File: src/rtl/rv_mem_stage.sv
// Memory stage of the RV32I pipeline: drives data memory over a req/gnt/rvalid
// handshake, formats store lanes, extends load data, forwards the pre-selected
// result to EX and loads the MEM/WB registers (bubbles while stalled).
// Optional feature macro: RV_MEM_MISALIGN_TRAP_EN (misaligned accesses are
// suppressed and flagged on o_mem_misalign instead of being address-masked).
module rv_mem_stage #(
  parameter int unsigned BW_DATA = 32
) (
  input  logic               i_mem_clk,
  input  logic               i_mem_rst,
  input  logic               i_mem_is_load,
  input  logic               i_mem_dmem_we,
  input  logic [BW_DATA-1:0] i_mem_alu_res,
  input  logic [BW_DATA-1:0] i_mem_ext_imm,
  input  logic [BW_DATA-1:0] i_mem_pc_plus_4,
  input  logic [BW_DATA-1:0] i_mem_dmem_wd,
  input  logic [2:0]         i_mem_dmem_bytectrl,
  input  logic               i_mem_rf_we,
  input  logic [4:0]         i_mem_rf_wa,
  input  logic [1:0]         i_mem_rf_wd_pre_sel,
  output logic               o_mem_stall,
  output logic [BW_DATA-1:0] o_mem_fwd_data,
  output logic               o_mem_dmem_req,
  output logic               o_mem_dmem_we,
  output logic [BW_DATA-1:0] o_mem_dmem_addr,
  output logic [3:0]         o_mem_dmem_be,
  output logic [BW_DATA-1:0] o_mem_dmem_wdata,
  input  logic               i_mem_dmem_gnt,
  input  logic               i_mem_dmem_rvalid,
  input  logic [BW_DATA-1:0] i_mem_dmem_rdata,
`ifdef RV_MEM_MISALIGN_TRAP_EN
  output logic               o_mem_misalign,
`endif
  output logic               o_mem_wb_rf_we,
  output logic [4:0]         o_mem_wb_rf_wa,
  output logic               o_mem_wb_is_load,
  output logic [BW_DATA-1:0] o_mem_wb_rf_wd_pre,
  output logic [BW_DATA-1:0] o_mem_wb_load_data
);

  localparam int unsigned BW_EXT_B = BW_DATA - 8;
  localparam int unsigned BW_EXT_H = BW_DATA - 16;

  typedef enum logic [1:0] {
    ST_IDLE   = 2'd0,
    ST_REQ    = 2'd1,
    ST_WAIT_R = 2'd2
  } state_t;

  state_t             state_q;
  state_t             state_d;
  logic               size_b;
  logic               size_h;
  logic               is_unsigned;
  logic [1:0]         lane_off;
  logic               misalign_c;
  logic               mem_op;
  logic               done;
  logic               req_c;
  logic [BW_DATA-1:0] rdata_shift;
  logic [BW_DATA-1:0] load_ext;

  // Access decode: size, naturally aligned lane offset, misalignment
  always_comb begin
    size_b      = (i_mem_dmem_bytectrl[1:0] == 2'b00);
    size_h      = (i_mem_dmem_bytectrl[1:0] == 2'b01);
    is_unsigned = i_mem_dmem_bytectrl[2];
    if (size_b)      lane_off = i_mem_alu_res[1:0];
    else if (size_h) lane_off = {i_mem_alu_res[1], 1'b0};
    else             lane_off = 2'b00;
`ifdef RV_MEM_MISALIGN_TRAP_EN
    misalign_c = (i_mem_is_load | i_mem_dmem_we) &
                 ((size_h & i_mem_alu_res[0]) | (~size_b & ~size_h & (|i_mem_alu_res[1:0])));
`else
    misalign_c = 1'b0;
`endif
    mem_op = (i_mem_is_load | i_mem_dmem_we) & ~misalign_c;
  end

  // Store lane formatting and bus address
  always_comb begin
    o_mem_dmem_addr = i_mem_alu_res;
    o_mem_dmem_we   = i_mem_dmem_we & mem_op;
    if (size_b) begin
      o_mem_dmem_be    = 4'b0001 << lane_off;
      o_mem_dmem_wdata = {4{i_mem_dmem_wd[7:0]}};
    end else if (size_h) begin
      o_mem_dmem_be    = 4'b0011 << lane_off;
      o_mem_dmem_wdata = {2{i_mem_dmem_wd[15:0]}};
    end else begin
      o_mem_dmem_be    = 4'b1111;
      o_mem_dmem_wdata = i_mem_dmem_wd;
    end
  end

  // Load lane extraction and sign/zero extension
  always_comb begin
    rdata_shift = i_mem_dmem_rdata >> {lane_off, 3'b000};
    if (size_b)
      load_ext = {{BW_EXT_B{~is_unsigned & rdata_shift[7]}}, rdata_shift[7:0]};
    else if (size_h)
      load_ext = {{BW_EXT_H{~is_unsigned & rdata_shift[15]}}, rdata_shift[15:0]};
    else
      load_ext = i_mem_dmem_rdata;
  end

  // Result pre-selection forwarded to EX
  always_comb begin
    case (i_mem_rf_wd_pre_sel)
      2'b01:   o_mem_fwd_data = i_mem_ext_imm;
      2'b10:   o_mem_fwd_data = i_mem_pc_plus_4;
      default: o_mem_fwd_data = i_mem_alu_res;
    endcase
  end

  // Handshake FSM state register
  always_ff @(posedge i_mem_clk) begin
    if (i_mem_rst) state_q <= ST_IDLE;
    else           state_q <= state_d;
  end

  // Handshake FSM next state, request and stall
  always_comb begin
    state_d = state_q;
    req_c   = 1'b0;
    done    = 1'b0;
    case (state_q)
      ST_IDLE: begin
        if (mem_op) begin
          req_c   = 1'b1;
          state_d = i_mem_dmem_gnt ? ST_WAIT_R : ST_REQ;
        end
      end
      ST_REQ: begin
        req_c = 1'b1;
        if (i_mem_dmem_gnt) state_d = ST_WAIT_R;
      end
      ST_WAIT_R: begin
        done = i_mem_dmem_rvalid;
        if (i_mem_dmem_rvalid) state_d = ST_IDLE;
      end
      default: state_d = ST_IDLE;
    endcase
    o_mem_dmem_req = req_c & ~i_mem_rst;
    o_mem_stall    = mem_op & ~done & ~i_mem_rst;
  end

  // MEM/WB registers: bubble while stalled, capture on release
  always_ff @(posedge i_mem_clk) begin
    if (i_mem_rst) begin
      o_mem_wb_rf_we     <= 1'b0;
      o_mem_wb_rf_wa     <= 5'd0;
      o_mem_wb_is_load   <= 1'b0;
      o_mem_wb_rf_wd_pre <= '0;
      o_mem_wb_load_data <= '0;
`ifdef RV_MEM_MISALIGN_TRAP_EN
      o_mem_misalign     <= 1'b0;
`endif
    end else if (o_mem_stall) begin
      o_mem_wb_rf_we   <= 1'b0;
      o_mem_wb_is_load <= 1'b0;
`ifdef RV_MEM_MISALIGN_TRAP_EN
      o_mem_misalign   <= 1'b0;
`endif
    end else begin
      o_mem_wb_rf_we     <= i_mem_rf_we & ~(i_mem_is_load & misalign_c);
      o_mem_wb_rf_wa     <= i_mem_rf_wa;
      o_mem_wb_is_load   <= i_mem_is_load;
      o_mem_wb_rf_wd_pre <= o_mem_fwd_data;
      o_mem_wb_load_data <= load_ext;
`ifdef RV_MEM_MISALIGN_TRAP_EN
      o_mem_misalign     <= misalign_c;
`endif
    end
  end

endmodule
File: config.mk
export PLATFORM = sky130hd
export DESIGN_NAME = rv_mem_stage
export DESIGN_NICKNAME = d
export VERILOG_FILES = /design/src/rtl/rv_mem_stage.sv
export SDC_FILE = /design/constraint.sdc
export NUM_CORES = 1
export LEC_CHECK = 0
export ABC_AREA = 1
export BUFFER_PORTS_ARGS = -buffer_cell sky130_fd_sc_hd__buf_2
export CORE_AREA = 3 3 134 136
export CTS_BUF_LIST = sky130_fd_sc_hd__clkbuf_4 sky130_fd_sc_hd__clkbuf_8
export DETAILED_ROUTE_END_ITERATION = 8
export DIE_AREA = 0 0 137 139
export HOLD_SLACK_MARGIN = 0.12
export PLACE_DENSITY = 0.66
export SYNTH_ARGS = -nofsm -noshare
export SYNTH_HDL_FRONTEND = slang
export SYNTH_SLANG_ARGS = --single-unit
File: constraint.sdc
create_clock -name i_mem_clk -period 1.85 [get_ports i_mem_clk]
set_input_delay 0.2775 -clock i_mem_clk [delete_from_list [all_inputs] [get_ports i_mem_clk]]
set_output_delay 0.2775 -clock i_mem_clk [all_outputs]
set_load 0.01 [all_outputs]
==> reports/results.ini, run 1 <==
[worst_hold_path]
hp-class = in -> reg
holdPathEnd = o_mem_wb_rf_wa[0]
min_path_cells = 2
min_from = i_mem_rf_wa[0]

[cells_and_area]
nNetsFinal = 1224
syn_to_final_growth_pct = 44.3
drive_gt1_share_pct = 41.1
mostFrequentLayoutCell = buf_2
diodes = 0
seq_area_sq_um = 1460
stdcell_area_sq_um = 6840
multiInputGateArea_sq_um = 2390
final_cell_mix = 350 x buf_2, 240 x nand2_1, 95 x inv_1, 77 x o21ai_0, 73 x dfxtp_1
nFillCells = 1853

[routing]
drt_first_pass_iters = 4
routed_via_density = 4.46
routed_wl_mm = 18.6
post_drt_wl_per_cell_um = 14.6
drtIter0Drc = 288
route.vias.total = 5690
drc = 0
drtAntennaViolNets = 0

[global_route]
first_global_vias = 5227
grt_start_max_net_pins = 41
grt_pass1_wl_mm = 28.1
antenna_found_initial = 0
grt-ovfl-total = 0
gr-usage-all-layers_pct = 18.7

[setup_path]
end_kind = output pin
timing.rr.start = state_q[1]
reg2regPathDepth = 7
cp_max_fo = 32
reg2reg_to = o_mem_wb_load_data[1]
setup.worst_path.start_class = input pin
critPathArrivalTime_ns = 1.49
reg2reg_slack_ns = 0.25
worst-setup-path-type = in -> out
crit_required_ns = 1.57

[timing]
fin_skew_ns = 0.0123
tightest_slew_ns = 0.432
finalMaxSlewViolations = 0
finalHoldWorstSlack_ns = 0.158
clock.fmax_mhz = 567
slew_headroom_pct = 71.1
finalWorstSetupSlack_ns = 0.0854
hold_viol = 0
min_period_over_period_pct = 95.4
finalSetupViolations = 0
period_minus_slack_ns = 1.76
grt_setup_unrepaired = no

[synthesis]
synth_top_area_share_pct = 30.8
muxShareOfSynthArea_pct = 0
synthXorXnorAreaFrac_pct = 0
synth_compound_area_share_pct = 18.5
synth_top_family_by_area = simple AND/OR/NAND/NOR gates
synth_adder_area_share_pct = 0.528
syn_inst = 730
synth-seq-cells = 73
yosys.area.top_type = dfxtp_1
yosysSeqAreaShare_pct = 30.8
synthSimpleGateAreaFrac_pct = 31.4
synth_area_sq_um = 4740
synth_cell_types = 32
ys.warnings.count = 0
synth_area_leaders = dfxtp_1 31%, nand2_1 19%, o21ai_0 8.4%
synth.avg_cell_area_sq_um = 6.49
synth_nets = 909

[floorplanning]
io_pins = 351
coreArea_sq_um = 17100
dieArea_sq_um = 19000
start_util_pct = 27.8
die_y_um = 139
core.rowCount = 48
dieWidth_um = 137

[pwr]
p_leak_nw = 4.09
peakVddDrop_mv = 0.385
power_density_nw_per_um2 = 667
power_mw = 4.56

[place]
io_buffers = 350
gp_congestion = 0.914
post-dp-hpwl_mm = 15.2
dp_slack_ns = -0.238
placed_area_sq_um = 6570

[clock_network]
clock_sinks = 73
cts_tree = done
cts.clk_slew.worst_paths_ns = 0.07
clk_latency_ns = 0.36
clockBufferDepth = 2
clockRootBuffer = clkbuf_8
cts_setup_buffers = 0
htree_num_levels = 3
cts_buffers = 9

[run_status]
outcome = completed

[job]
maxCapViolations = 0

flip-flops by register name (all words and copies together), names as in the netlist:
| signal | cells |
|---|---|
| state_q | 2 |
| o_mem_wb_rf_wd_pre | 32 |
| o_mem_wb_is_load | 1 |
| o_mem_wb_rf_wa | 5 |
| o_mem_wb_rf_we | 1 |
| o_mem_wb_load_data | 32 |
synth_stat cells (all sizes together):
| cell | count |
|---|---|
| o21ai | 85 |
| ha | 2 |
| buf | 58 |
| o211ai | 5 |
| a22oi | 1 |
| clkbuf | 23 |
| nand3b | 9 |
| nand3 | 36 |
| dfxtp | 73 |
| nand2 | 249 |
| inv | 99 |
| nor3 | 1 |
| a21oi | 16 |
| a22o | 37 |
| nor2 | 31 |
| or2 | 1 |
| clkinv | 1 |
| nand4 | 3 |
layout make-up:
class / count / area share (%)
tap: 225 / 4.12
sequential: 73 / 21.4
multi-input combinational: 476 / 35.0
clock inverter: 6 / 1.01
clock buffer: 10 / 1.92
timing repair buffer: 385 / 31.0
inverter: 100 / 5.62
timing repair:
action                                  4_1_cts  5_1_grt
gates resized for setup                       4        3
endpoints found under the setup margin        2        3
endpoints found under the hold margin         6        0
pin swaps                                     0        0
hold buffers                                  6        0
logic make-up after synthesis:
group                    after synthesis
AO/OA/AOI/OAI                        144
adder cells (fa/ha/maj)                2
buffers and inverters                181
flip-flops                            73
AND/OR/NAND/NOR                      330
worst max-delay path, stage by stage:
cell	delay, ns
buf_2	0.09
inv_1	0.04
ha_1	0.20
buf_12	0.17
a22o_1	0.20
o21ai_0	0.25
inv_1	0.10
buf_2	0.15
metal layers:
metal	wire (um)	track usage, %	up-vias
met5	0	0	-
met4	265	4.46	0
met3	1060	3.37	19
met2	9300	32.8	210
met1	7920	23.6	2555
li1	-	-	2906
power by group:
group / switching (mW) / total, mW / internal [mW]
combinational: 0.873 / 1.53 / 0.653
sequential: 0.0546 / 1.74 / 1.69
clock: 0.653 / 1.30 / 0.643
how the worst max path moves through the flow:
stage | from | to | slack [ns] | depth (start not counted)
2_1_floorplan | i_mem_rf_wd_pre_sel[0] | o_mem_fwd_data[24] | 0.22 | 7
3_3_place_gp | i_mem_rf_wd_pre_sel[1] | o_mem_fwd_data[8] | -0.24 | 8
3_5_place_dp | i_mem_rf_wd_pre_sel[1] | o_mem_fwd_data[8] | -0.24 | 8
4_1_cts | i_mem_rf_wd_pre_sel[1] | o_mem_fwd_data[5] | 0.04 | 8
5_1_grt | i_mem_rf_wd_pre_sel[1] | o_mem_fwd_data[1] | 0.0009 | 8
6_report | i_mem_rf_wd_pre_sel[1] | o_mem_fwd_data[16] | 0.09 | 8
metrics by stage:
stage,instances,util (%),setup TNS (ns)
after floorplan,730,-,0
after global placement,1253,38.5,-0.237
after detailed placement,1253,38.5,-0.238
after CTS,1275,40.1,0
after global routing,1275,40.1,0
final,1275,40.1,0
Note: power is estimated with default switching activity, not from simulation.
==> run 2: changes to the inputs <==
--- a/config.mk
+++ b/config.mk
@@ -5,14 +5,15 @@
 export SDC_FILE = /design/constraint.sdc
 export NUM_CORES = 1
 export LEC_CHECK = 0
-export ABC_AREA = 1
 export BUFFER_PORTS_ARGS = -buffer_cell sky130_fd_sc_hd__buf_2
+export CAP_MARGIN = 25
 export CORE_AREA = 3 3 134 136
 export CTS_BUF_LIST = sky130_fd_sc_hd__clkbuf_4 sky130_fd_sc_hd__clkbuf_8
 export DETAILED_ROUTE_END_ITERATION = 8
 export DIE_AREA = 0 0 137 139
 export HOLD_SLACK_MARGIN = 0.12
-export PLACE_DENSITY = 0.66
+export MAX_ROUTING_LAYER = met4
+export PLACE_DENSITY = 0.64
 export SYNTH_ARGS = -nofsm -noshare
 export SYNTH_HDL_FRONTEND = slang
 export SYNTH_SLANG_ARGS = --single-unit
==> run 2 against run 1 <==
  * Final area fell by 5.0%
  * Setup slack got worse by 0.0039 ns
  * Combinational power fell by 5%
==> reports/results.ini, run 2 <==
[timing]
finalMaxSlewViolations = 0  ; unchanged
slew_headroom_pct = 65.1  ; -6.0 points
fin_setup_tns_ns = 0  ; unchanged
hold_viol = 0  ; unchanged
tightest_slew_ns = 0.524  ; +0.0912 ns
min_period_over_period_pct = 95.6  ; +0.21 points
clock.fmax_mhz = 565  ; -0.22%
fin_skew_ns = 0.0121  ; -0.000256 ns
finalWorstSetupSlack_ns = 0.0815  ; -0.00394 ns
grt_setup_unrepaired = no
period_minus_slack_ns = 1.77  ; +0.00394 ns
finalSetupViolations = 0  ; unchanged

[synthesis]
ys.warnings.count = 0  ; unchanged
synthSimpleGateAreaFrac_pct = 19.6  ; -12 points
synth_cell_types = 42  ; +31%
synthXorXnorAreaFrac_pct = 0  ; unchanged
synth_edf_count = 0  ; unchanged
async_flop_share_pct = 0  ; unchanged
synth.avg_cell_area_sq_um = 7.66  ; +18%
synth_top_flop_cell = dfxtp_1
synth_common_cells = 152 x nand2_1, 73 x dfxtp_1, 45 x a21oi_1
synth.most_common_cell = nand2_1
yosys.area.top_type = dfxtp_1
synth_top_family_by_area = compound AO/OA/AOI/OAI gates
syn_inst = 582  ; -20%
muxShareOfSynthArea_pct = 6.29  ; +6.3 points
synth-seq-cells = 73  ; unchanged
synth_compound_area_share_pct = 27.8  ; +9.3 points
synth_area_sq_um = 4460  ; -5.9%
synth_top_area_share_pct = 32.8  ; +1.9 points
yosysSeqAreaShare_pct = 32.8  ; +1.9 points
synth_nets = 761  ; -16%
synth_adder_area_share_pct = 0.561  ; +0.033 points
synth_area_leaders = dfxtp_1 33%, nand2_1 13%, buf_4 6.9%

[pwr]
switching_share_pct = 34.0  ; -0.64 points
p_leak_nw = 3.19  ; -22%
power_mw = 4.45  ; -2.5%
comb_power_share_pct = 32.9  ; -0.6 points
p_int_mw = 2.94  ; -1.6%
switchingPower_mw = 1.51  ; -4.3%
power_density_nw_per_um2 = 685  ; +2.6%
seq_power_share_pct = 39.0  ; +0.8 points
peakVddDrop_mv = 0.311  ; -19%
clock_power_share_pct = 28.1  ; -0.3 points

[setup_path]
worst-setup-path-type = in -> out
critPathArrivalTime_ns = 1.49  ; about the same
reg2reg_to = o_mem_wb_load_data[28]
cp_cell_sequence = buf_2, inv_1, ha_2, buf_12, o21ai_0, buf_2
crit_path_frequent_cell = buf_2
worst_path_largest_cell_delay_ns = 0.36  ; +0.11 ns
end_kind = output pin
setup.worst_path.start_class = input pin
reg2reg_slack_ns = 0.31  ; +0.06 ns
crit_required_ns = 1.57  ; about the same
crit_slowest_cell = o21ai_0
reg2regPathDepth = 5  ; -2
cp_max_fo = 26  ; -19%
timing.rr.start = state_q[0]

[global_route]
grt-ovfl-total = 0  ; unchanged
grt_pass1_wl_mm = 27.0  ; -3.9%
gr-usage-all-layers_pct = 19.0  ; +0.29 points
first_global_vias = 5008  ; -4.2%
grt_start_max_net_pins = 47  ; +15%
antenna_found_initial = 1  ; +1

[worst_hold_path]
min_from = i_mem_rf_wa[3]
holdPathEnd = o_mem_wb_rf_wa[3]
hp-class = in -> reg
min_path_cells = 3  ; +1

[clock_network]
clk_latency_ns = 0.36  ; about the same
cts_setup_buffers = 0  ; unchanged
cts_tree = done
clock_sinks = 73  ; unchanged
cts_buffers = 9  ; unchanged
cts.clk_slew.worst_paths_ns = 0.08  ; about the same
htree_num_levels = 3  ; unchanged
clockRootBuffer = clkbuf_8
clockBufferDepth = 2  ; unchanged

[run_status]
outcome = completed

[cells_and_area]
mostFrequentLayoutCell = buf_2
final_cell_mix = 349 x buf_2, 152 x nand2_1, 73 x dfxtp_1, 45 x a21oi_1
multiInputGateArea_sq_um = 2420  ; +1.1%
nNetsFinal = 1065  ; -13%
fin_util_pct = 38.1  ; -2.0 points
syn_to_final_growth_pct = 45.8
nFillCells = 1824  ; -1.6%
drive_gt1_share_pct = 49.3  ; +8.1 points
top_regs = o_mem_wb_load_data: 32 flops, o_mem_wb_rf_wd_pre: 32 flops, o_mem_wb_rf_wa: 5 flops
seq_area_sq_um = 1460  ; unchanged
stdcell_area_sq_um = 6500  ; -5.0%

[routing]
drc = 0  ; unchanged
routed_via_density = 4.68  ; +4.8%
drtIter0Drc = 183  ; -36%
drtAntennaViolNets = 0  ; unchanged
routed_wl_mm = 18.6  ; +0.29%
route.vias.total = 5223  ; -8.2%
drt_first_pass_iters = 4  ; unchanged
post_drt_wl_per_cell_um = 16.7  ; +14%

[floorplanning]
core.rowCount = 48  ; unchanged
start_util_pct = 26.1  ; -1.7 points
dieArea_sq_um = 19000  ; unchanged
die_y_um = 139  ; unchanged
coreArea_sq_um = 17100  ; unchanged
io_pins = 351  ; unchanged
dieWidth_um = 137  ; unchanged

[place]
post-dp-hpwl_mm = 15.2  ; -0.20%
io_buffers = 350  ; unchanged
placed_area_sq_um = 6290  ; -4.3%
gp_congestion = 0.829  ; -9.3%
dp_slack_ns = 0.0279  ; +0.266 ns

[job]
maxCapViolations = 0  ; unchanged

-- run 2: metrics by stage --
stage / hold WS [ns] / std cells
2_1_floorplan: 0.356 / 582
3_3_place_gp: 0.436 / 1099
3_5_place_dp: 0.441 / 1099
4_1_cts: 0.122 / 1116
5_1_grt: 0.131 / 1117
6_report: 0.146 / 1117
-- run 2: timing repair --
item,CTS,global route
hold buffers,1,0
gates resized for setup,0,2
endpoints found under the setup margin,0,2
endpoints found under the hold margin,1,0
-- run 2: layer usage --
metal	GRT usage, %	wire length (um)	up-vias
li1	-	-	2593
met1	18.8	6750	2377
met2	36.5	10200	240
met3	4.35	1360	13
met4	5.20	269	0
met5	-	0	-
-- run 2: worst max path at each step --
stage | startpoint | end | slack (ns) | cells after the start
final | i_mem_rf_wd_pre_sel[0] | o_mem_fwd_data[30] | 0.08 | 6
after global routing | i_mem_rf_wd_pre_sel[0] | o_mem_fwd_data[10] | 0.002 | 7
after CTS | i_mem_rf_wd_pre_sel[0] | o_mem_fwd_data[3] | 0.02 | 7
after detailed placement | i_mem_rf_wd_pre_sel[0] | o_mem_fwd_data[3] | 0.03 | 7
after global placement | i_mem_rf_wd_pre_sel[0] | o_mem_fwd_data[3] | 0.03 | 7
after floorplan | i_mem_rf_wd_pre_sel[0] | o_mem_wb_rf_wd_pre[0] | 0.26 | 8
-- run 2: area by class of cell --
cell class                      count  area share, %
Sequential cell                    73           22.5
Tap cell                          225           4.33
Inverter                            4          0.231
Antenna cell                        1         0.0385
Multi-Input combinational cell    415           37.3
Clock buffer                       13           2.66
Clock inverter                      3          0.366
Timing Repair Buffer              383           32.6
-- run 2: cell families after synthesis --
| kind of cell | Yosys count |
|---|---|
| fa+ha+maj | 2 |
| flops | 73 |
| mux | 26 |
| simple gates | 209 |
| buf+inv | 94 |
| compound gates | 178 |
-- run 2: worst max-delay path, delay by kind of cell --
kind,cells,cell delay [ns]
AO/OA/AOI/OAI,1,0.36
adder cells (fa/ha/maj),1,0.30
buffers and inverters,4,0.55
-- run 2: power groups by stage --
| stage | Combinational [mW] | Clock [mW] | Sequential [mW] |
|---|---|---|---|
| 4_1_cts | 1.49 | 1.31 | 1.74 |
| 5_1_grt | 1.61 | 1.38 | 1.75 |
| 3_3_place_gp | 1.48 | 0 | 1.77 |
| 3_5_place_dp | 1.48 | 0 | 1.77 |
| 6_report | 1.46 | 1.25 | 1.73 |
| 2_1_floorplan | 0.736 | 0 | 1.82 |
